<file path="src/rtl/friscv_mc_ctrl.sv">
// Multi-cycle control FSM for the FRiscV datapath: sequences fetch/decode/execute/memory/writeback
// over a shared memory port, stalling on mem_ready_in and trapping on unsupported instructions.
module friscv_mc_ctrl #(
   parameter int STATE_W    = 4,
   parameter int ALU_CTRL_W = 3
) (
   input  logic                  clk,
   input  logic                  rst,
   input  logic [6:0]            opcode_in,
   input  logic [2:0]            funct3_in,
   input  logic                  funct7b5_in,
   input  logic                  zero_in,
   input  logic                  mem_ready_in,
   output logic                  pc_write_out,
   output logic                  ir_write_out,
   output logic                  adr_src_out,
   output logic                  mem_write_out,
   output logic                  reg_write_out,
   output logic [1:0]            result_src_out,
   output logic [1:0]            alu_src_a_out,
   output logic [1:0]            alu_src_b_out,
   output logic [1:0]            imm_src_out,
   output logic [ALU_CTRL_W-1:0] alu_ctrl_out,
   output logic                  illegal_out,
   output logic [STATE_W-1:0]    state_out
);

   typedef enum logic [3:0] {
      S_FETCH    = 4'd0,
      S_DECODE   = 4'd1,
      S_MEMADR   = 4'd2,
      S_MEMREAD  = 4'd3,
      S_MEMWB    = 4'd4,
      S_MEMWRITE = 4'd5,
      S_EXECR    = 4'd6,
      S_EXECI    = 4'd7,
      S_ALUWB    = 4'd8,
      S_BEQ      = 4'd9,
      S_JAL      = 4'd10,
      S_TRAP     = 4'd11
   } state_t;

   localparam logic [6:0] OP_LW  = 7'b0000011;
   localparam logic [6:0] OP_SW  = 7'b0100011;
   localparam logic [6:0] OP_R   = 7'b0110011;
   localparam logic [6:0] OP_I   = 7'b0010011;
   localparam logic [6:0] OP_BEQ = 7'b1100011;
   localparam logic [6:0] OP_JAL = 7'b1101111;

   localparam logic [2:0] ALU_ADD = 3'b000;
   localparam logic [2:0] ALU_SUB = 3'b001;
   localparam logic [2:0] ALU_AND = 3'b010;
   localparam logic [2:0] ALU_OR  = 3'b011;
   localparam logic [2:0] ALU_SLT = 3'b101;

   state_t state_reg;
   state_t state_next;

   logic       is_lw;
   logic       is_sw;
   logic       is_rtype;
   logic       is_itype;
   logic       is_beq;
   logic       is_jal;
   logic       funct3_word;
   logic       funct3_alu_ok;
   logic [2:0] alu_decoded;

   logic       pc_write;
   logic       ir_write;
   logic       adr_src;
   logic       mem_write;
   logic       reg_write;
   logic [1:0] result_src;
   logic [1:0] alu_src_a;
   logic [1:0] alu_src_b;
   logic [1:0] imm_src;
   logic [2:0] alu_ctrl;
   logic       illegal;

   assign is_lw    = (opcode_in == OP_LW);
   assign is_sw    = (opcode_in == OP_SW);
   assign is_rtype = (opcode_in == OP_R);
   assign is_itype = (opcode_in == OP_I);
   assign is_beq   = (opcode_in == OP_BEQ);
   assign is_jal   = (opcode_in == OP_JAL);

   assign funct3_word   = (funct3_in == 3'b010);
   assign funct3_alu_ok = (funct3_in == 3'b000) || (funct3_in == 3'b010) ||
                          (funct3_in == 3'b110) || (funct3_in == 3'b111);

   // funct7b5 only selects sub for register-register ops; addi has no funct7 field.
   always_comb begin
      alu_decoded = ALU_ADD;
      case (funct3_in)
         3'b000:  alu_decoded = (is_rtype && funct7b5_in) ? ALU_SUB : ALU_ADD;
         3'b010:  alu_decoded = ALU_SLT;
         3'b110:  alu_decoded = ALU_OR;
         3'b111:  alu_decoded = ALU_AND;
         default: alu_decoded = ALU_ADD;
      endcase
   end

   always_ff @(posedge clk) begin
      if (rst) begin
         state_reg <= S_FETCH;
      end else begin
         state_reg <= state_next;
      end
   end

   always_comb begin
      state_next = state_reg;
      pc_write   = 1'b0;
      ir_write   = 1'b0;
      adr_src    = 1'b0;
      mem_write  = 1'b0;
      reg_write  = 1'b0;
      result_src = 2'b00;
      alu_src_a  = 2'b00;
      alu_src_b  = 2'b00;
      imm_src    = 2'b00;
      alu_ctrl   = ALU_ADD;
      illegal    = 1'b0;

      case (state_reg)
         S_FETCH: begin
            adr_src    = 1'b0;
            alu_src_a  = 2'b00;
            alu_src_b  = 2'b10;
            alu_ctrl   = ALU_ADD;
            result_src = 2'b10;
            if (mem_ready_in) begin
               ir_write   = 1'b1;
               pc_write   = 1'b1;
               state_next = S_DECODE;
            end
         end

         S_DECODE: begin
            alu_src_a = 2'b01;
            alu_src_b = 2'b01;
            imm_src   = 2'b10;
            alu_ctrl  = ALU_ADD;
            if ((is_lw || is_sw) && funct3_word) begin
               state_next = S_MEMADR;
            end else if (is_rtype && funct3_alu_ok) begin
               state_next = S_EXECR;
            end else if (is_itype && funct3_alu_ok) begin
               state_next = S_EXECI;
            end else if (is_beq && (funct3_in == 3'b000)) begin
               state_next = S_BEQ;
            end else if (is_jal) begin
               state_next = S_JAL;
            end else begin
               state_next = S_TRAP;
            end
         end

         S_MEMADR: begin
            alu_src_a  = 2'b10;
            alu_src_b  = 2'b01;
            alu_ctrl   = ALU_ADD;
            imm_src    = is_sw ? 2'b01 : 2'b00;
            state_next = is_sw ? S_MEMWRITE : S_MEMREAD;
         end

         S_MEMREAD: begin
            adr_src    = 1'b1;
            result_src = 2'b00;
            if (mem_ready_in) begin
               state_next = S_MEMWB;
            end
         end

         S_MEMWB: begin
            result_src = 2'b01;
            reg_write  = 1'b1;
            state_next = S_FETCH;
         end

         // The write strobe stays up for the whole access; memory commits when it signals ready.
         S_MEMWRITE: begin
            adr_src    = 1'b1;
            result_src = 2'b00;
            mem_write  = 1'b1;
            if (mem_ready_in) begin
               state_next = S_FETCH;
            end
         end

         S_EXECR: begin
            alu_src_a  = 2'b10;
            alu_src_b  = 2'b00;
            alu_ctrl   = alu_decoded;
            state_next = S_ALUWB;
         end

         S_EXECI: begin
            alu_src_a  = 2'b10;
            alu_src_b  = 2'b01;
            imm_src    = 2'b00;
            alu_ctrl   = alu_decoded;
            state_next = S_ALUWB;
         end

         S_ALUWB: begin
            result_src = 2'b00;
            reg_write  = 1'b1;
            state_next = S_FETCH;
         end

         // Branch target was precomputed in DECODE and sits in the ALU-out register.
         S_BEQ: begin
            alu_src_a  = 2'b10;
            alu_src_b  = 2'b00;
            alu_ctrl   = ALU_SUB;
            result_src = 2'b00;
            pc_write   = zero_in;
            state_next = S_FETCH;
         end

         S_JAL: begin
            alu_src_a  = 2'b01;
            alu_src_b  = 2'b10;
            alu_ctrl   = ALU_ADD;
            result_src = 2'b00;
            pc_write   = 1'b1;
            state_next = S_ALUWB;
         end

         S_TRAP: begin
            illegal    = 1'b1;
            state_next = S_TRAP;
         end

         default: begin
            state_next = S_TRAP;
         end
      endcase
   end

   // Strobes are masked during reset so an aborted instruction never commits anything.
   assign pc_write_out   = pc_write  & ~rst;
   assign ir_write_out   = ir_write  & ~rst;
   assign mem_write_out  = mem_write & ~rst;
   assign reg_write_out  = reg_write & ~rst;
   assign illegal_out    = illegal   & ~rst;

   assign adr_src_out    = adr_src;
   assign result_src_out = result_src;
   assign alu_src_a_out  = alu_src_a;
   assign alu_src_b_out  = alu_src_b;
   assign imm_src_out    = imm_src;
   assign alu_ctrl_out   = ALU_CTRL_W'(alu_ctrl);
   assign state_out      = STATE_W'(state_reg);

endmodule

</file>
<file path="config.mk">
export PLATFORM = sky130hd
export DESIGN_NAME = friscv_mc_ctrl
export DESIGN_NICKNAME = d
export VERILOG_FILES = /design/src/rtl/friscv_mc_ctrl.sv
export SDC_FILE = /design/constraint.sdc
export NUM_CORES = 1
export LEC_CHECK = 0
export ABC_AREA = 1
export CAP_MARGIN = 10
export CORE_MARGIN = 2
export CORE_UTILIZATION = 37
export DETAILED_ROUTE_END_ITERATION = 10
export MAX_ROUTING_LAYER = met4
export PLACE_DENSITY = 0.78
export SLEW_MARGIN = 20
export SYNTH_ARGS = -nofsm -noshare
export SYNTH_HDL_FRONTEND = slang
export SYNTH_SLANG_ARGS = --single-unit
export TNS_END_PERCENT = 50
</file>
<file path="constraint.sdc">
create_clock -name clk -period 1.75 [get_ports clk]
set_clock_uncertainty 0.15 [all_clocks]
set_input_delay 0.35 -clock clk [delete_from_list [all_inputs] [get_ports clk]]
set_output_delay 0.35 -clock clk [all_outputs]
set_load 0.1 [all_outputs]
</file>
==> out/results.txt, run 1 <==
run status: stopped before the end
failing step: 4_1_cts
error message: [ERROR DPL-0038] Utilization greater than 100%, impossible to legalize
portion of synthesized cell area occupied by the leading cell type: 17.00%
syn_nets: 130
Routability Congestion: 0.9072
number of H-tree levels: 1
number of buffers inserted for hold repair after clock tree synthesis: 0
starting utilization of the core area: 40.10%
Die Height: 44.87 um
summed instance area of the synthesized netlist: 618.1 um^2
Die Span X: 44.87 um
Inserted Clock Buffers: 3
#FFs+latches synth: 4
row count: 14
number of placed I/O pins: 36
Yosys warning count: 0
distinct cell type count after synthesis: 22
largest cells by area after synthesis: sky130_fd_sc_hd__nand2_1, sky130_fd_sc_hd__dfxtp_1, sky130_fd_sc_hd__inv_1
count of mapped cells out of synthesis: 115
Max Buffers Root-to-Sink: 2
PostCTS Resize Cnt: 55
HPWL after DPL: 2125 um
synthesized area per cell: 5.375 um^2
count of input and output buffers: 35
cell type with the largest total area after synthesis: sky130_fd_sc_hd__nand2_1
setup fix buffers added after clock tree synthesis: 10
number of clock sinks seen by CTS: 4
register area share after synthesis: 12.96%
placed cell areas: 1414 um^2
clock tree root buffer cell: sky130_fd_sc_hd__clkbuf_4
stage by stage:
step	utilization [%]	setup slack, ns	std cells	hold WS [ns]
after global placement	91.72	-0.3313	182	0.4205
after floorplan	-	-1.031	115	0.2594
after detailed placement	91.72	-0.4723	182	0.4322
cells by family after synthesis:
| kind of cell | count (synthesis) | share of synthesized area (%) |
|---|---|---|
| flip-flops | 4 | 12.96 |
| AO/OA/AOI/OAI | 12 | 12.76 |
| AND/OR/NAND/NOR | 72 | 57.49 |
| buffers and inverters | 27 | 16.80 |
synth_stat cells (all sizes together):
library cell	instances
nand2	31
inv	26
nor2	25
nand3	9
a21oi	5
dfxtp	4
nor3	4
o21ai	4
nand4	2
a211oi	1
and2	1
clkinv	1
o211ai	1
o31ai	1
==> run 2, diff against run 1 <==
--- a/config.mk
+++ b/config.mk
@@ -7,11 +7,10 @@
 export LEC_CHECK = 0
 export ABC_AREA = 1
 export CAP_MARGIN = 10
-export CORE_MARGIN = 2
-export CORE_UTILIZATION = 37
+export CORE_AREA = 2 2 63 65
 export DETAILED_ROUTE_END_ITERATION = 10
-export MAX_ROUTING_LAYER = met4
-export PLACE_DENSITY = 0.78
+export DIE_AREA = 0 0 65 67
+export PLACE_DENSITY_LB_ADDON = 0.15
 export SLEW_MARGIN = 20
 export SYNTH_ARGS = -nofsm -noshare
 export SYNTH_HDL_FRONTEND = slang
==> run 2 against run 1 <==
Against the previous run: the flow now finishes, with violations (setup timing); synthesized area is the same; synthesized cell count unchanged.
==> out/results.txt, run 2 <==
final count of hold timing violations: 0
commonest non-fill, non-tap cells in the layout: sky130_fd_sc_hd__buf_4, sky130_fd_sc_hd__buf_12, sky130_fd_sc_hd__nand2_1, sky130_fd_sc_hd__nor2_4
row count: 22
register area share after synthesis: 12.96%
drt drc: 0
count of mapped cells out of synthesis: 115
Critical Path Stages: 7
Die Height: 67 um
cell type with the largest total area after synthesis: sky130_fd_sc_hd__nand2_1
Yosys warning count: 0
worst reg-to-reg path cell count: 8
number of detailed-routing iterations run before antenna repair: 4
Inserted Clock Buffers: 3
HPWL after DPL: 1940 um
required arrival time at the worst endpoint: 1.25 ns
worst setup path startpoint: state_out[2]$_SDFFE_PP0P_
number of H-tree levels: 1
first-pass GRT wire length: 4160 um
count of input and output buffers: 35
placed cell areas: 1511 um^2
portion of synthesized cell area occupied by the leading cell type: 17.00%
setup repair after global routing missed its margin: true
Core Area: 3606 um^2
starting utilization of the core area: 17.14%
LEAKAGE: 0.7872 nW
via count of the first global-routing pass: 998
antenna violations before repair: 0
number of buffers and inverters on the critical path: 4
number of endpoints failing setup at the final stage: 13
slack of the critical path: -0.1612 ns
most numerous cell types in the synthesized netlist: sky130_fd_sc_hd__nand2_1, sky130_fd_sc_hd__inv_1, sky130_fd_sc_hd__nor2_1
Cell Pwr Density: 2000 nW/um^2
leftover overflow at the end of global routing: 0
routed length per placed instance: 10.13 um
Tot GR Track Use: 12.01%
Max Buffers Root-to-Sink: 2
summed instance area of the synthesized netlist: 618.1 um^2
worst hold path class: input port to flop
peak per-stage delay on the critical path: 0.39 ns
area taken by flip-flops and latches: 95.09 um^2
clock input transition at the sequential cells of the worst setup and hold paths: 0.03 ns
post-synthesis async set-or-reset flop share: 0%
smallest hold slack: 0.4387 ns
cell repeated most along the worst path: sky130_fd_sc_hd__inv_4
synthesized area per cell: 5.375 um^2
Die Span X: 65 um
cells along the critical path: inv_4, nor2_4, inv_4, nor2_4, inv_4, nor3_4, buf_12
overall routed net length: 2330 um
kind of critical path: flop to output pin
number of cells after detailed placement: 220
Arr. time, crit path: 1.41 ns
Routability Congestion: 0.8331
number of antenna cells inserted: 0
startpoint type of the worst setup path: flop
Worst path slowest cell: sky130_fd_sc_hd__dfxtp_4
area occupied by multi-input gates: 608.1 um^2
most frequent cell after synthesis: sky130_fd_sc_hd__nand2_1
Max Freq: 523.2 MHz
number of clock sinks seen by CTS: 4
final cell count without fillers: 230
average via count per standard cell: 4.104
kind of cell adding the most delay to the critical path: simple AND/OR/NAND/NOR gates
run status: finished, violations left
minimum clock period after layout: 1.911 ns
setup total negative slack: -1.016 ns
Die ar.: 4355 um^2
area growth from synthesis to final layout: 176.9%
maximum capacitance violations: 0
syn_nets: 130
fill cell count: 364
fraction of final layout cells sized beyond drive strength 1: 63.19%
drt initial violations: 27
#FFs+latches synth: 4
post-route cell area: 1712 um^2
Critical Path Sink Type: output pin
distinct cell type count after synthesis: 22
maximum number of pins on one net before global-route repair: 9
dominant register cell in the synthesized netlist: sky130_fd_sc_hd__dfxtp_1
worst ir drop on vdd: 0.0007832 V
worst slew slack as a fraction of its limit: 77.50%
number of flip-flops under the largest register name: 4
CTS tree: yes
clock tree root buffer cell: sky130_fd_sc_hd__clkbuf_8
post-detailed-route count of antenna-violating nets: 0
number of placed I/O pins: 36
pre-CTS setup slack: -0.3978 ns
number of max-slew violations in the final report: 0
number of nets at the end of the flow: 199
largest cells by area after synthesis: sky130_fd_sc_hd__nand2_1, sky130_fd_sc_hd__dfxtp_1, sky130_fd_sc_hd__inv_1
R2R Path Start: state_out[2]$_SDFFE_PP0P_
hold-critical path depth: 6
number of buffers inserted for hold repair after clock tree synthesis: 0
routed via count: 944
most common cell after layout, fill and taps aside: sky130_fd_sc_hd__buf_4
number of enable-type register cells in the synthesized netlist: 0
critical hold path startpoint: opcode_in[3]
slew of the pin with the lowest slew margin: 0.3340 ns
Max FO, Critical Path: 5
clock latency of the later-clocked register in the worst-skew pair: 0.21 ns
Final Cycle Share: 109.2%
failing checks: setup timing
## run 2: worst register-to-register path: stages (launching register included)
cell and delay (ns):
sky130_fd_sc_hd__dfxtp_4 0.39, sky130_fd_sc_hd__inv_4 0.04, sky130_fd_sc_hd__nor2_4 0.14, sky130_fd_sc_hd__buf_4 0.14, sky130_fd_sc_hd__nand2_2 0.09, sky130_fd_sc_hd__nand3_2 0.10, sky130_fd_sc_hd__nand2_4 0.07, sky130_fd_sc_hd__o21ai_0 0.23
sky130_fd_sc_hd__a21oi_2 0.05
## run 2: power by group
group          internal [mW]  total [mW]  leakage, nW  switching, mW
clock network          0.146       0.190       0.0216         0.0439
logic                   1.14        3.01        0.730           1.87
registers              0.144       0.226       0.0356         0.0816
## run 2: area by class of cell
cell class,instances,share of cell area [%]
sequential,4,5.556
tap,48,3.509
inverter,27,7.164
clock buffer,3,2.412
multi-input combinational,84,35.53
timing repair buffer,64,45.83
## run 2: kinds of logic after synthesis
group	Yosys count	synth area share, %
compound gates	12	12.76
buf+inv	27	16.80
flops	4	12.96
simple gates	72	57.49
## run 2: repair_timing
item	in CTS	in global routing
setup endpoints to repair	17	16
gates resized for setup	50	9
pin swaps	13	3
buffers inserted	6	1
## run 2: final timing paths
| path | slack [ns] | endpoint |
|---|---|---|
| hold reg to reg | 0.55 | state_out[1]$_SDFFE_PP0P_ |
| setup / recovery | -0.16 | alu_ctrl_out[1] |
| setup reg to reg | 0.24 | state_out[1]$_SDFFE_PP0P_ |
| hold / removal | 0.44 | state_out[0]$_SDFFE_PP0P_ |
## run 2: through the flow
step	utilization (%)	total power, mW
after global placement	41.92	2.994
after CTS	46.29	3.371
after floorplan	-	1.906
after global routing	47.47	3.577
final	47.47	3.423
after detailed placement	41.92	2.999
## run 2: per-layer routing
layer | global-route usage (%) | routed length, um | vias up
met1 | 13.23 | 963 | 418
met5 | 0 | 0 | -
met3 | 2.872 | 145 | 2
li1 | - | - | 491
met4 | 3.191 | 15 | 0
met2 | 22.81 | 1206 | 33
Note: power is estimated with default switching activity, not from simulation.
==> run 3, diff against run 2 <==
--- a/config.mk
+++ b/config.mk
@@ -6,7 +6,7 @@
 export NUM_CORES = 1
 export LEC_CHECK = 0
 export ABC_AREA = 1
-export CAP_MARGIN = 10
+export CAP_MARGIN = 20
 export CORE_AREA = 2 2 63 65
 export DETAILED_ROUTE_END_ITERATION = 10
 export DIE_AREA = 0 0 65 67
==> results of run 3 <==
No change in the layout: final DEF, timing and power equal those of run 2.
